**src/rtl/mips_bus_pkg.sv**
```systemverilog
// Shared definitions for the two-master Avalon-MM arbiter around the
// mips_cpu_bus / RAM_32x64k_avalon system.
//   - default address and data widths
//   - arbiter state encoding (BUSY and its ABORT sub-phase per master)
//   - one-hot grant codes and a state-to-grant helper
package mips_bus_pkg;

  localparam int ADDR_W_DEF = 32;
  localparam int DATA_W_DEF = 32;

  typedef enum logic [2:0] {
    IDLE     = 3'd0,
    BUSY_M0  = 3'd1,
    BUSY_M1  = 3'd2,
    ABORT_M0 = 3'd3,
    ABORT_M1 = 3'd4
  } arb_state_t;

  localparam logic [1:0] GRANT_NONE = 2'b00;
  localparam logic [1:0] GRANT_M0   = 2'b01;
  localparam logic [1:0] GRANT_M1   = 2'b10;

  // The abort cycle still belongs to the master whose transaction it ends.
  function automatic logic [1:0] grant_of(arb_state_t s);
    case (s)
      BUSY_M0, ABORT_M0: return GRANT_M0;
      BUSY_M1, ABORT_M1: return GRANT_M1;
      default:           return GRANT_NONE;
    endcase
  endfunction

endpackage

```
**src/rtl/avalon_port_mux.sv**
```systemverilog
// Combinational request/response steering between two Avalon-MM masters
// and one slave.
//   grant      : one-hot owner (01 = M0, 10 = M1, 00 = nobody)
//   abort      : owner's transaction is being terminated by the watchdog
//   m0_*, m1_* : master requests in, waitrequest/readdata out
//   s_*        : slave request out, waitrequest/readdata in
// With no owner, or while aborting, nothing is strobed into the slave.
// A non-owner always sees waitrequest high and readdata zero.
module avalon_port_mux
  import mips_bus_pkg::*;
#(
  parameter int ADDR_W = ADDR_W_DEF,
  parameter int DATA_W = DATA_W_DEF
) (
  input  logic [1:0]          grant,
  input  logic                abort,
  input  logic [ADDR_W-1:0]   m0_address,
  input  logic                m0_read,
  input  logic                m0_write,
  input  logic [DATA_W-1:0]   m0_writedata,
  input  logic [DATA_W/8-1:0] m0_byteenable,
  output logic                m0_waitrequest,
  output logic [DATA_W-1:0]   m0_readdata,
  input  logic [ADDR_W-1:0]   m1_address,
  input  logic                m1_read,
  input  logic                m1_write,
  input  logic [DATA_W-1:0]   m1_writedata,
  input  logic [DATA_W/8-1:0] m1_byteenable,
  output logic                m1_waitrequest,
  output logic [DATA_W-1:0]   m1_readdata,
  output logic [ADDR_W-1:0]   s_address,
  output logic                s_read,
  output logic                s_write,
  output logic [DATA_W-1:0]   s_writedata,
  output logic [DATA_W/8-1:0] s_byteenable,
  input  logic                s_waitrequest,
  input  logic [DATA_W-1:0]   s_readdata
);

  always_comb begin
    // NOTE: every output gets a default before the case so no path through
    // the block leaves a signal unassigned, which would infer a latch.
    s_address      = '0;
    s_read         = 1'b0;
    s_write        = 1'b0;
    s_writedata    = '0;
    s_byteenable   = '0;
    m0_waitrequest = 1'b1;
    m0_readdata    = '0;
    m1_waitrequest = 1'b1;
    m1_readdata    = '0;

    if (grant == GRANT_M0) begin
      if (abort) begin
        m0_waitrequest = 1'b0;
      end else begin
        s_address      = m0_address;
        // read+write together is treated as a write
        s_read         = m0_read & ~m0_write;
        s_write        = m0_write;
        s_writedata    = m0_writedata;
        s_byteenable   = m0_byteenable;
        m0_waitrequest = s_waitrequest;
        m0_readdata    = s_readdata;
      end
    end else if (grant == GRANT_M1) begin
      if (abort) begin
        m1_waitrequest = 1'b0;
      end else begin
        s_address      = m1_address;
        s_read         = m1_read & ~m1_write;
        s_write        = m1_write;
        s_writedata    = m1_writedata;
        s_byteenable   = m1_byteenable;
        m1_waitrequest = s_waitrequest;
        m1_readdata    = s_readdata;
      end
    end
  end

endmodule

```
**src/rtl/avalon_bus_arbiter.sv**
```systemverilog
// Two-master, one-slave Avalon-MM arbiter. M0 is the CPU bus, M1 a debug
// or loader master; both share one RAM slave.
//   clk, reset    : single clock, synchronous active-high reset
//   m0_*, m1_*    : master ports (address/read/write/writedata/byteenable
//                   in, waitrequest/readdata out)
//   s_*           : slave port
//   grant         : registered one-hot owner, 00 when idle
//   timeout_err   : sticky watchdog-abort flag, cleared only by reset
// Whole transactions are granted round-robin through an IDLE cycle, and a
// watchdog ends any transaction whose slave stalls for MAX_WAIT cycles.
module avalon_bus_arbiter
  import mips_bus_pkg::*;
#(
  parameter int          ADDR_W   = ADDR_W_DEF,
  parameter int          DATA_W   = DATA_W_DEF,
  parameter int unsigned MAX_WAIT = 255
) (
  input  logic                clk,
  input  logic                reset,
  input  logic [ADDR_W-1:0]   m0_address,
  input  logic                m0_read,
  input  logic                m0_write,
  input  logic [DATA_W-1:0]   m0_writedata,
  input  logic [DATA_W/8-1:0] m0_byteenable,
  output logic                m0_waitrequest,
  output logic [DATA_W-1:0]   m0_readdata,
  input  logic [ADDR_W-1:0]   m1_address,
  input  logic                m1_read,
  input  logic                m1_write,
  input  logic [DATA_W-1:0]   m1_writedata,
  input  logic [DATA_W/8-1:0] m1_byteenable,
  output logic                m1_waitrequest,
  output logic [DATA_W-1:0]   m1_readdata,
  output logic [ADDR_W-1:0]   s_address,
  output logic                s_read,
  output logic                s_write,
  output logic [DATA_W-1:0]   s_writedata,
  output logic [DATA_W/8-1:0] s_byteenable,
  input  logic                s_waitrequest,
  input  logic [DATA_W-1:0]   s_readdata,
  output logic [1:0]          grant,
  output logic                timeout_err
);

  localparam logic [15:0] MAX_WAIT_C = 16'(MAX_WAIT);

  arb_state_t  state_q, state_d;
  logic        last_q, last_d;          // 1 = M1 was granted last
  logic [15:0] wait_cnt_q, wait_cnt_d;
  logic [15:0] wait_cnt_inc;
  logic        timeout_err_q, timeout_err_d;
  logic        m0_req, m1_req, cur_req;
  logic        abort;

  assign m0_req  = m0_read | m0_write;
  assign m1_req  = m1_read | m1_write;
  assign cur_req = (state_q == BUSY_M1) ? m1_req : m0_req;

  assign wait_cnt_inc = wait_cnt_q + 16'd1;

  always_comb begin
    state_d       = state_q;
    last_d        = last_q;
    wait_cnt_d    = wait_cnt_q;
    timeout_err_d = timeout_err_q;

    case (state_q)
      IDLE: begin
        wait_cnt_d = '0;
        if (m0_req && m1_req) begin
          state_d = last_q ? BUSY_M0 : BUSY_M1;
        end else if (m0_req) begin
          state_d = BUSY_M0;
        end else if (m1_req) begin
          state_d = BUSY_M1;
        end
      end

      BUSY_M0, BUSY_M1: begin
        if (!cur_req) begin
          // Owner withdrew mid-transaction: release without crediting it.
          state_d    = IDLE;
          wait_cnt_d = '0;
        end else if (!s_waitrequest) begin
          state_d    = IDLE;
          last_d     = (state_q == BUSY_M1);
          wait_cnt_d = '0;
        end else begin
          wait_cnt_d = wait_cnt_inc;
          // Enter ABORT on the edge the count reaches MAX_WAIT, so the
          // master sees waitrequest low MAX_WAIT+1 cycles after grant.
          if (wait_cnt_inc == MAX_WAIT_C) begin
            state_d = (state_q == BUSY_M1) ? ABORT_M1 : ABORT_M0;
          end
        end
      end

      ABORT_M0, ABORT_M1: begin
        state_d       = IDLE;
        last_d        = (state_q == ABORT_M1);
        wait_cnt_d    = '0;
        timeout_err_d = 1'b1;
      end

      default: begin
        state_d    = IDLE;
        wait_cnt_d = '0;
      end
    endcase
  end

  // NOTE: sequential state uses non-blocking assignments so every flop
  // samples its _d value from before the edge, independent of block order.
  always_ff @(posedge clk) begin
    if (reset) begin
      state_q       <= IDLE;
      last_q        <= 1'b1;
      wait_cnt_q    <= '0;
      timeout_err_q <= 1'b0;
    end else begin
      state_q       <= state_d;
      last_q        <= last_d;
      wait_cnt_q    <= wait_cnt_d;
      timeout_err_q <= timeout_err_d;
    end
  end

  assign grant       = grant_of(state_q);
  assign abort       = (state_q == ABORT_M0) || (state_q == ABORT_M1);
  assign timeout_err = timeout_err_q;

  avalon_port_mux #(
    .ADDR_W (ADDR_W),
    .DATA_W (DATA_W)
  ) u_mux (
    .grant          (grant),
    .abort          (abort),
    .m0_address     (m0_address),
    .m0_read        (m0_read),
    .m0_write       (m0_write),
    .m0_writedata   (m0_writedata),
    .m0_byteenable  (m0_byteenable),
    .m0_waitrequest (m0_waitrequest),
    .m0_readdata    (m0_readdata),
    .m1_address     (m1_address),
    .m1_read        (m1_read),
    .m1_write       (m1_write),
    .m1_writedata   (m1_writedata),
    .m1_byteenable  (m1_byteenable),
    .m1_waitrequest (m1_waitrequest),
    .m1_readdata    (m1_readdata),
    .s_address      (s_address),
    .s_read         (s_read),
    .s_write        (s_write),
    .s_writedata    (s_writedata),
    .s_byteenable   (s_byteenable),
    .s_waitrequest  (s_waitrequest),
    .s_readdata     (s_readdata)
  );

endmodule

```
**config.mk**
```make
export PLATFORM = sky130hd
export DESIGN_NAME = avalon_bus_arbiter
export DESIGN_NICKNAME = d
export VERILOG_FILES = /design/src/rtl/mips_bus_pkg.sv /design/src/rtl/avalon_port_mux.sv /design/src/rtl/avalon_bus_arbiter.sv
export SDC_FILE = /design/constraint.sdc
export NUM_CORES = 1
export LEC_CHECK = 0
export ABC_CLOCK_PERIOD_IN_PS = 4900
export BUFFER_PORTS_ARGS = -buffer_cell sky130_fd_sc_hd__buf_4
export CORE_AREA = 2 2 121 123
export DETAILED_ROUTE_END_ITERATION = 10
export DIE_AREA = 0 0 123 125
export GPL_TIMING_DRIVEN = 1
export PLACE_DENSITY_LB_ADDON = 0.15
export SKIP_LAST_GASP = 1
export SLEW_MARGIN = 20
export SYNTH_ARGS = -nofsm -noshare
export SYNTH_HDL_FRONTEND = slang
export SYNTH_SLANG_ARGS = --single-unit
```
**constraint.sdc**
```tcl
create_clock -name clk -period 4.9 [get_ports clk]
set_clock_uncertainty 0.05 [all_clocks]
set_input_delay 1.47 -clock clk [delete_from_list [all_inputs] [get_ports clk]]
set_output_delay 1.47 -clock clk [all_outputs]
set_load 0.1 [all_outputs]
```
Word level (Yosys, flattened, before mapping)
Cells that the tools add are included.
{"block": "word_totals", "register_bits": 21, "in_bits": 175, "out_inout_bits": 139, "elab_cells": 78}
{"block": "classes", "n_addsub": 1, "eq_ne": 11, "n_mux": 42, "bitwise_logic": 9, "reduce_logical": 11}
{"op": "32-bit 2-to-1 mux", "count": 12}
{"op": "3-bit 2-to-1 mux", "count": 7}
{"op": "16-bit by 1-bit adder with 16-bit output, second input constant", "count": 1}
{"op": "16-bit by 8-bit == test with 1-bit output, second input constant", "count": 1}
{"op": "4-bit 2-to-1 mux", "count": 4}
{"op": "1-bit 2-to-1 mux", "count": 15}
{"op": "4-bit != test, second input constant", "count": 2}
{"op": "2-bit OR reduction", "count": 4}
{"op": "3-bit by 2-bit == test with 1-bit output, second input constant", "count": 2}
{"op": "3-bit case mux with 2 select lines", "count": 1}
{"op": "1-bit NOT", "count": 5}
{"op": "2-bit != test, second input constant", "count": 2}
{"op": "2-bit case mux with 2 select lines", "count": 1}
{"op": "4-bit OR reduction", "count": 1}
{"op": "3-bit by 1-bit == test with 1-bit output, second input constant", "count": 1}
{"op": "3-bit == test, second input constant", "count": 1}
{"op": "3-bit logical NOT", "count": 1}
{"op": "3-bit AND reduction", "count": 1}
{"op": "1-bit AND", "count": 2}
{"op": "2-bit by 1-bit == test with 1-bit output, second input constant", "count": 1}
{"op": "2-bit == test, second input constant", "count": 1}
{"op": "2-bit 2-to-1 mux", "count": 1}
{"op": "1-bit bitwise OR", "count": 2}
{"op": "1-bit case mux with 2 select lines", "count": 1}
{"op": "other kinds (4)", "count": 4}

Depth between registers and ports, before layout
Gate-level depths: netlist (run 1).
{"block": "logic_depth", "ltp_word": 6, "mapped_depth": 7, "ltp_nobuf": 7}

Hierarchy
A second synthesis (run 1) with hierarchy kept.
{"block": "unflattened", "cells_unflattened": 507, "area_unflattened_um2": 3378.2}
{"module": "avalon_port_mux", "n_inst": 1, "cells_per_inst": 360, "area_each_um2": 2167.1, "seq_area_each_um2": 0.0}
{"module": "avalon_bus_arbiter", "n_inst": 1, "cells_per_inst": 147, "area_each_um2": 1211.2, "seq_area_each_um2": 420.4}

Least setup slack after synthesis (run 1)
No wires, ideal clock.
{"block": "synth_path", "path_type": "reg2out", "start": "register state_q[0]", "end": "output m0_waitrequest", "t_arrival_ns": 3.865, "required_ns": 3.380, "slack_ns": -0.485, "stages_incl_launch_ff": 4, "n_path_buf": 1, "path_cell_list": "dfxtp_1 > clkbuf_1 > nor2b_1 > o21ai_0"}
{"block": "synth_via", "elab_chain_len": 5, "elab_cells_between_ends": 11, "cone_classes": "eq/ne (5); mux (3); reduce/logical (3)"}
{"item": "start: declaration", "line": "avalon_bus_arbiter.sv:47", "source": "arb_state_t state_q, state_d;"}
{"item": "start signal: assignment", "line": "avalon_bus_arbiter.sv:121", "source": "state_q <= state_d;"}
{"item": "3-bit by 2-bit == test with 1-bit output, or another cell as far along", "line": "mips_bus_pkg.sv:25", "source": "case (s)"}
{"item": "2-bit OR reduction", "line": "mips_bus_pkg.sv:25"}
{"item": "2-bit case mux with 2 select lines *", "line": "mips_bus_pkg.sv:25"}
{"item": "named net grant[0]", "line": "avalon_bus_arbiter.sv:41", "source": "output logic [1:0] grant,"}
{"item": "2-bit by 1-bit == test with 1-bit output *", "line": "avalon_port_mux.sv:53", "source": "if (grant == GRANT_M0) begin"}
{"item": "1-bit 2-to-1 mux *", "line": "avalon_port_mux.sv:53"}
{"item": "end: declaration", "line": "avalon_bus_arbiter.sv:25", "source": "output logic m0_waitrequest,"}
Mark *: on every way through the listed nets, which the timed path passes. The rest lies on a longest branch.

Worst setup path after layout (run 1)
{"block": "layout_path", "start": "register state_q[0]", "end": "output s_writedata[13]"}
{"block": "layout_via", "elab_chain_len": 6, "elab_cells_between_ends": 14, "cone_classes": "eq/ne (6); mux (5); reduce/logical (3)"}
{"item": "3-bit by 2-bit == test with 1-bit output, or another cell as far along", "line": "mips_bus_pkg.sv:25"}
{"item": "2-bit OR reduction", "line": "mips_bus_pkg.sv:25"}
{"item": "2-bit case mux with 2 select lines", "line": "mips_bus_pkg.sv:25"}
{"item": "2-bit == test", "line": "avalon_port_mux.sv:66", "source": "end else if (grant == GRANT_M1) begin"}
{"item": "32-bit 2-to-1 mux", "line": "avalon_port_mux.sv:66"}
{"item": "32-bit 2-to-1 mux *", "line": "avalon_port_mux.sv:53"}
{"item": "end: declaration", "line": "avalon_bus_arbiter.sv:37", "source": "output logic [DATA_W-1:0] s_writedata,"}
Every way passes the cells marked *; elsewhere a longest branch is shown, timed or not.

==> results of run 1 <==
==> per-layer routing <==
| layer | share of wire [%] | GRT usage, % | routed length (µm) |
|---|---|---|---|
| met1 | 34 | 19.46 | 5592 |
| met2 | 54 | 38.25 | 8744 |
| met3 | 8.2 | 5.155 | 1323 |
| met4 | 3.3 | 6.083 | 543 |
| met5 | 0.099 | 0 | 16 |
==> through the flow <==
stage | hold slack (ns) | worst slack, ns | instances | TNS [ns] | power, mW
floorplan | 0.4133 | -0.2479 | 312 | -0.2479 | 1.843
global placement | 0.4469 | 1.156 | 786 | 0 | 2.372
detailed placement | 0.4509 | 1.147 | 786 | 0 | 2.371
CTS | 0.4649 | 0.9800 | 790 | 0 | 2.551
global route | 0.4782 | 0.8443 | 790 | 0 | 2.605
finish | 0.4632 | 0.9807 | 790 | 0 | 2.538
==> final cells by class <==
type | instances | area (µm²) | area share [%]
flip-flops and latches | 21 | 420.4 | 8.457
multi-input cells | 260 | 1843 | 37.08
clock buffers | 4 | 78.83 | 1.586
well taps | 184 | 230.2 | 4.631
repair buffers | 318 | 2387 | 48.02
inverters | 3 | 11.26 | 0.2265
==> cells by family (layout without fill, tap and decap cells) <==
kind of cell / after synthesis / count (layout)
AND/OR/NAND/NOR: 141 / 141
AO/OA/AOI/OAI: 101 / 101
buffers and inverters: 31 / 325
flip-flops: 21 / 21
XOR/XNOR: 13 / 13
adder cells (fa/ha/maj): 3 / 3
multiplexers: 2 / 2
==> final timing paths <==
check | from | to | slack (ns) | cells past startpoint
max | state_q[0] | s_writedata[13] | 0.98 | 4
min | wait_cnt_q[0] | wait_cnt_q[0] | 0.46 | 1
max reg2reg | state_q[0] | wait_cnt_q[2] | 2.03 | 6
min reg2reg | wait_cnt_q[0] | wait_cnt_q[0] | 0.46 | 1
==> worst max-delay path, cell delays in order, from the launching register on <==
cell,delay (ns)
sky130_fd_sc_hd__dfxtp_1,0.61
sky130_fd_sc_hd__nor3b_2,0.29
sky130_fd_sc_hd__buf_4,0.56
sky130_fd_sc_hd__a22o_1,0.31
sky130_fd_sc_hd__buf_4,0.32
==> sequential cells by signal (all words and copies together) (netlist names) <==
register,count
state_q,3
last_q,1
timeout_err,1
wait_cnt_q,16
==> cells in the final DEF (no fill, tap or decap), types with 2 or more instances in the layout <==
master	count
sky130_fd_sc_hd__a211oi_1	3
sky130_fd_sc_hd__clkbuf_16	3
sky130_fd_sc_hd__and2_1	68
sky130_fd_sc_hd__o22ai_1	2
sky130_fd_sc_hd__nand4_1	5
sky130_fd_sc_hd__nor2_1	20
sky130_fd_sc_hd__buf_4	318
sky130_fd_sc_hd__and3_1	2
sky130_fd_sc_hd__nor3_1	3
sky130_fd_sc_hd__a21oi_1	6
sky130_fd_sc_hd__o21ai_0	7
sky130_fd_sc_hd__nor2b_1	2
sky130_fd_sc_hd__a32o_1	2
sky130_fd_sc_hd__inv_1	3
sky130_fd_sc_hd__nand2b_1	5
sky130_fd_sc_hd__xor2_1	13
sky130_fd_sc_hd__a41oi_1	2
sky130_fd_sc_hd__o21ai_1	2
sky130_fd_sc_hd__a22o_1	69
sky130_fd_sc_hd__nand3_1	7
sky130_fd_sc_hd__and4_1	3
sky130_fd_sc_hd__nand3b_1	2
sky130_fd_sc_hd__ha_1	3
sky130_fd_sc_hd__dfxtp_1	21
sky130_fd_sc_hd__nand2_1	8
==> power by group through the flow <==
stage	clock, mW	combinational [mW]	sequential [mW]
global placement	0	2.18	0.196
finish	0.181	2.16	0.193
CTS	0.182	2.18	0.192
floorplan	0	1.65	0.191
global route	0.190	2.22	0.195
detailed placement	0	2.17	0.196
==> results.tsv, run 1 <==
metric	value	unit
hold bufs inserted after CTS	0	
post-synthesis cell area	2376	µm²
total via count after detailed routing	3617	
starting density of the core	16.73	%
gr ovfl total	0	
shortest clock period the worst path allows after layout	3.919	ns
internal power contribution	0.7509	mW
number of rows in the core area	44	
adder-cell share of the synthesized area	1.580	%
Vert. Die Dim	125	µm
Post-Route WL	16.22	mm
share of synthesized area spent on multiplexers	0.8952	%
GR Util All Layers	19.51	%
data arrival time of the critical path	2.40	ns
power density cells	510.6	nW/µm²
sequential element share of the synthesized area	17.69	%
setup repair after global routing missed its margin	false	
clock slew at the register clock pins of the worst setup and hold paths	0.06	ns
detailed-route wire length per cell	20.53	µm
critical path capture point type	output pin	
CP Data Required Time	3.38	ns
Synth top area share	25.43	%
outcome	finished, final reports clean	
max-cap viol count	0	
Setup Fix Bufs, Post-CTS	0	
# clock sinks	21	
highest achievable clock rate	255.1	MHz
register share of total power	7.6	%
combinational family with the most area after synthesis	simple AND/OR/NAND/NOR gates	
Placed Area	4892	µm²
vias in the first global route	3596	
slew at the pin closest to its max-slew limit	0.6806	ns
Post-synth top cells	sky130_fd_sc_hd__a22o_1, sky130_fd_sc_hd__and2_1, sky130_fd_sc_hd__dfxtp_1, sky130_fd_sc_hd__nor2_1, sky130_fd_sc_hd__clkbuf_1	
clock network latency to the later pin of the worst-skew pair	0.26	ns
count of endpoints failing hold in the final timing report	0	
Fill cells	1532	
Initial DRT Pass Iterations	4	
headroom to the max-slew limit	54.49	%
dominant register cell in the synthesized netlist	sky130_fd_sc_hd__dfxtp_1	
Worst VDD drop	218.8	µV
final design utilization	35.00	%
top cells by area in the synthesized netlist	sky130_fd_sc_hd__a22o_1, sky130_fd_sc_hd__and2_1, sky130_fd_sc_hd__dfxtp_1, sky130_fd_sc_hd__xor2_1, sky130_fd_sc_hd__nor2_1	
net count after synthesis	490	
post-detailed-route DRC marker count	0	
post-detailed-route count of antenna-violating nets	0	
CTS tree	done	
# nets final	785	
net switching share of the total power	70.42	%
EDFF count, synth	0	
Pins Over Slew Limit	0	
number of antenna violations at the first check in global routing	1	
area share of and/or/nand/nor cells after synthesis	34.97	%
count of different cell masters after synthesis	51	
port buffer count	313	
CTS root buffer	sky130_fd_sc_hd__clkbuf_16	
Area Growth Syn to Fin	109.2	%
Setup violations, final	0	
sort of element at the start of the critical path	register	
number of resized instances in the post-cts repair step	0	
kind of path behind the tightest hold check	register to register	
share of layout cells above drive strength 1	54.29	%
sum of net half-perimeters after detailed placement	14.10	mm
Synth Area in XOR/XNOR	4.792	%
synthesized instance count	312	
Leakage	2.507	nW
maximum number of pins on one net before global-route repair	71	
Synth async-reset ratio	0	%
standard cell core area	14200	µm²
part of the power in the clock network	7.1	%
Period Utilization, post-route	79.99	%
antenna diode count	0	
number of top-level pins	314	
Vias per Instance	4.578	
Die W	123	µm
complex-gate fraction of the synthesized area	34.70	%
path type of the worst setup path	register to output pin	
buffer levels on the longest clock path	2	
CTS H-tree depth	1	
syn_area_per_cell	7.615	µm²
global-route wire length before repair	22.25	mm
warnings from Yosys	0	
DR iter-0 viols	131	
Placer Congestion	0.9400	
highest fanout seen on the critical path	70	
cell accounting for the most synthesized area	sky130_fd_sc_hd__a22o_1	
proportion of power drawn by combinational gates	85.3	%
number of storage elements in the synthesis netlist	21	
P_sw	1.787	mW
number of buffers inserted during clock tree synthesis	3	
most used standard cell by instance count after synthesis	sky130_fd_sc_hd__a22o_1	
final design area excluding fillers	4971	µm²
floorplan die area	15380	µm²
No activity file was read; power rests on OpenSTA's default activity.
==> run 2, diff against run 1 <==
Settings changed: ABC_CLOCK_PERIOD_IN_PS 4900 to 4050, CORE_AREA 2 2 121 123 to 2 2 123 125, DIE_AREA 0 0 123 125 to 0 0 125 127.
Clock period 4.9 ns to 4.05 ns, I/O delays scaled along.
==> run 2 against run 1 <==
Non-clock buffer count shrank 2. Cell count shrank 0.13%. Critical path depth grew 1. Sequential cell count is the same.
==> results.tsv, run 2 (synthesis gave the netlist of run 1 again) <==
metric	value	unit
outcome	finished, final reports clean	
cell with the largest stage delay on the worst path	sky130_fd_sc_hd__dfxtp_1	
CTS tree	done	
Layout Cells excl Fill	789	
CP Data Required Time	2.78	ns
gr ovfl total	0	
sort of element at the start of the critical path	register	
Fill cells	1558	
commonest non-fill, non-tap cells in the layout	sky130_fd_sc_hd__buf_4, sky130_fd_sc_hd__a22o_1, sky130_fd_sc_hd__and2_1, sky130_fd_sc_hd__dfxtp_1, sky130_fd_sc_hd__nor2_1	
DR iter-0 viols	156	
met1 Resource Use GR	18.43	%
setup repair after global routing missed its margin	false	
Pins Over Slew Limit	0	
final hold slack	0.4211	ns
Placed Instances	784	
number of antenna violations at the first check in global routing	1	
highest fanout seen on the critical path	102	
headroom to the max-slew limit	53.49	%
hold bufs inserted after CTS	0	
destination of the critical timing path	s_address[1]	
Largest register FFs	16	
vias in the first global route	3734	
Setup Fix Bufs, Post-CTS	0	
CTS H-tree depth	1	
critical path capture point type	output pin	
post-detailed-route DRC marker count	0	
Placer Congestion	0.9595	
number of top-level pins	314	
top flop regs	wait_cnt_q x16, state_q x3	
kind of path behind the tightest hold check	register to register	
buffer levels on the longest clock path	2	
CP cell instances	nand2b_1 > nor2_4 > buf_12 > a22o_1 > buf_4	
detailed-route wire length per cell	20.24	µm
M2 GR Usage	36.73	%
max-cap viol count	0	
clock network latency to the later pin of the worst-skew pair	0.26	ns
highest achievable clock rate	290.5	MHz
slew at the pin closest to its max-slew limit	0.6955	ns
share of layout cells above drive strength 1	54.30	%
Area Growth Syn to Fin	109.8	%
Vert. Die Dim	127	µm
Die W	125	µm
number of buffers inserted during clock tree synthesis	3	
global-route wire length before repair	22.74	mm
RR Endpoint	wait_cnt_q[2]	
post-place setup slack	0.7703	ns
port buffer count	313	
worst r2r src	state_q[2]	
Initial DRT Pass Iterations	4	
peak-usage layer in the global routing report	met2	
flop2flop setup slack	1.64	ns
most flop-heavy register	wait_cnt_q	
path type of the worst setup path	register to output pin	
power density cells	614.2	nW/µm²
count of endpoints failing hold in the final timing report	0	
GR Util All Layers	18.88	%
depth of the worst hold-timing path	2	
Post-Route WL	15.97	mm
shortest clock period the worst path allows after layout	3.443	ns
floorplan die area	15880	µm²
met3 Usage GRT	6.868	%
worst setup path startpoint	state_q[1]	
number of rows in the core area	44	
CTS root buffer	sky130_fd_sc_hd__clkbuf_16	
Power Total	3.061	mW
total via count after detailed routing	3618	
delay of the slowest cell on the worst path	0.50	ns
number of resized instances in the post-cts repair step	0	
starting density of the core	16.47	%
Vias per Instance	4.586	
maximum number of pins on one net before global-route repair	105	
setup slack of the critical path after layout	0.6074	ns
Period Utilization, post-route	85.00	%
most frequent standard cell in the layout excluding fill and tap cells	sky130_fd_sc_hd__buf_4	
Leakage	2.505	nW
clock slew at the register clock pins of the worst setup and hold paths	0.06	ns
data arrival time of the critical path	2.18	ns
post-detailed-route count of antenna-violating nets	0	
sum of net half-perimeters after detailed placement	13.60	mm
standard cell core area	14420	µm²
# clock sinks	21	
R2R cell count	6	
# nets final	783	
Worst VDD drop	272.1	µV
Setup violations, final	0	
## run 2: area by class of cell
class	count	area, µm²	share of cell area (%)
well taps	184	230.2	4.618
multi-input cells	260	1843	36.97
flip-flops and latches	21	420.4	8.434
repair buffers	316	2397	48.09
diodes	1	2.502	0.05020
inverters	3	11.26	0.2259
clock inverters	1	5.005	0.1004
clock buffers	3	75.07	1.506
## run 2: through the flow
stage | utilization [%] | setup TNS, ns | area, µm²
after floorplan | - | -0.5879 | 2379
after global placement | 33.99 | 0 | 4902
after detailed placement | 33.99 | 0 | 4902
after CTS | 34.54 | 0 | 4982
after global routing | 34.56 | 0 | 4985
final | 34.56 | 0 | 4985
## run 2: how the worst min path moves through the flow
stage | start | slack (ns) | end
2_1_floorplan | wait_cnt_q[0] | 0.41 | wait_cnt_q[0]
3_3_place_gp | timeout_err | 0.41 | timeout_err
3_5_place_dp | timeout_err | 0.41 | timeout_err
4_1_cts | timeout_err | 0.43 | timeout_err
5_1_grt | timeout_err | 0.46 | timeout_err
6_report | timeout_err | 0.42 | timeout_err
## run 2: power breakdown
part | total (mW) | leakage [nW] | internal, mW | switching, mW
logic | 2.62 | 2.29 | 0.565 | 2.06
registers | 0.226 | 0.170 | 0.215 | 0.0109
clock network | 0.213 | 0.0409 | 0.133 | 0.0800
total | 3.06 | 2.51 | 0.912 | 2.15
## run 2: layer usage
metal	wire [µm]	share of wire, %
met4	388	2.4
met3	1572	9.8
met2	8668	54
met5	0	0
met1	5340	33
## run 2: worst max-delay path, delay by kind of cell (launching register included)
family	cells	cell delay, ns
DFF	1	0.50
and+or+nand+nor	2	0.34
buffers and inverters	2	0.67
AOI/OAI and AO/OA	1	0.35
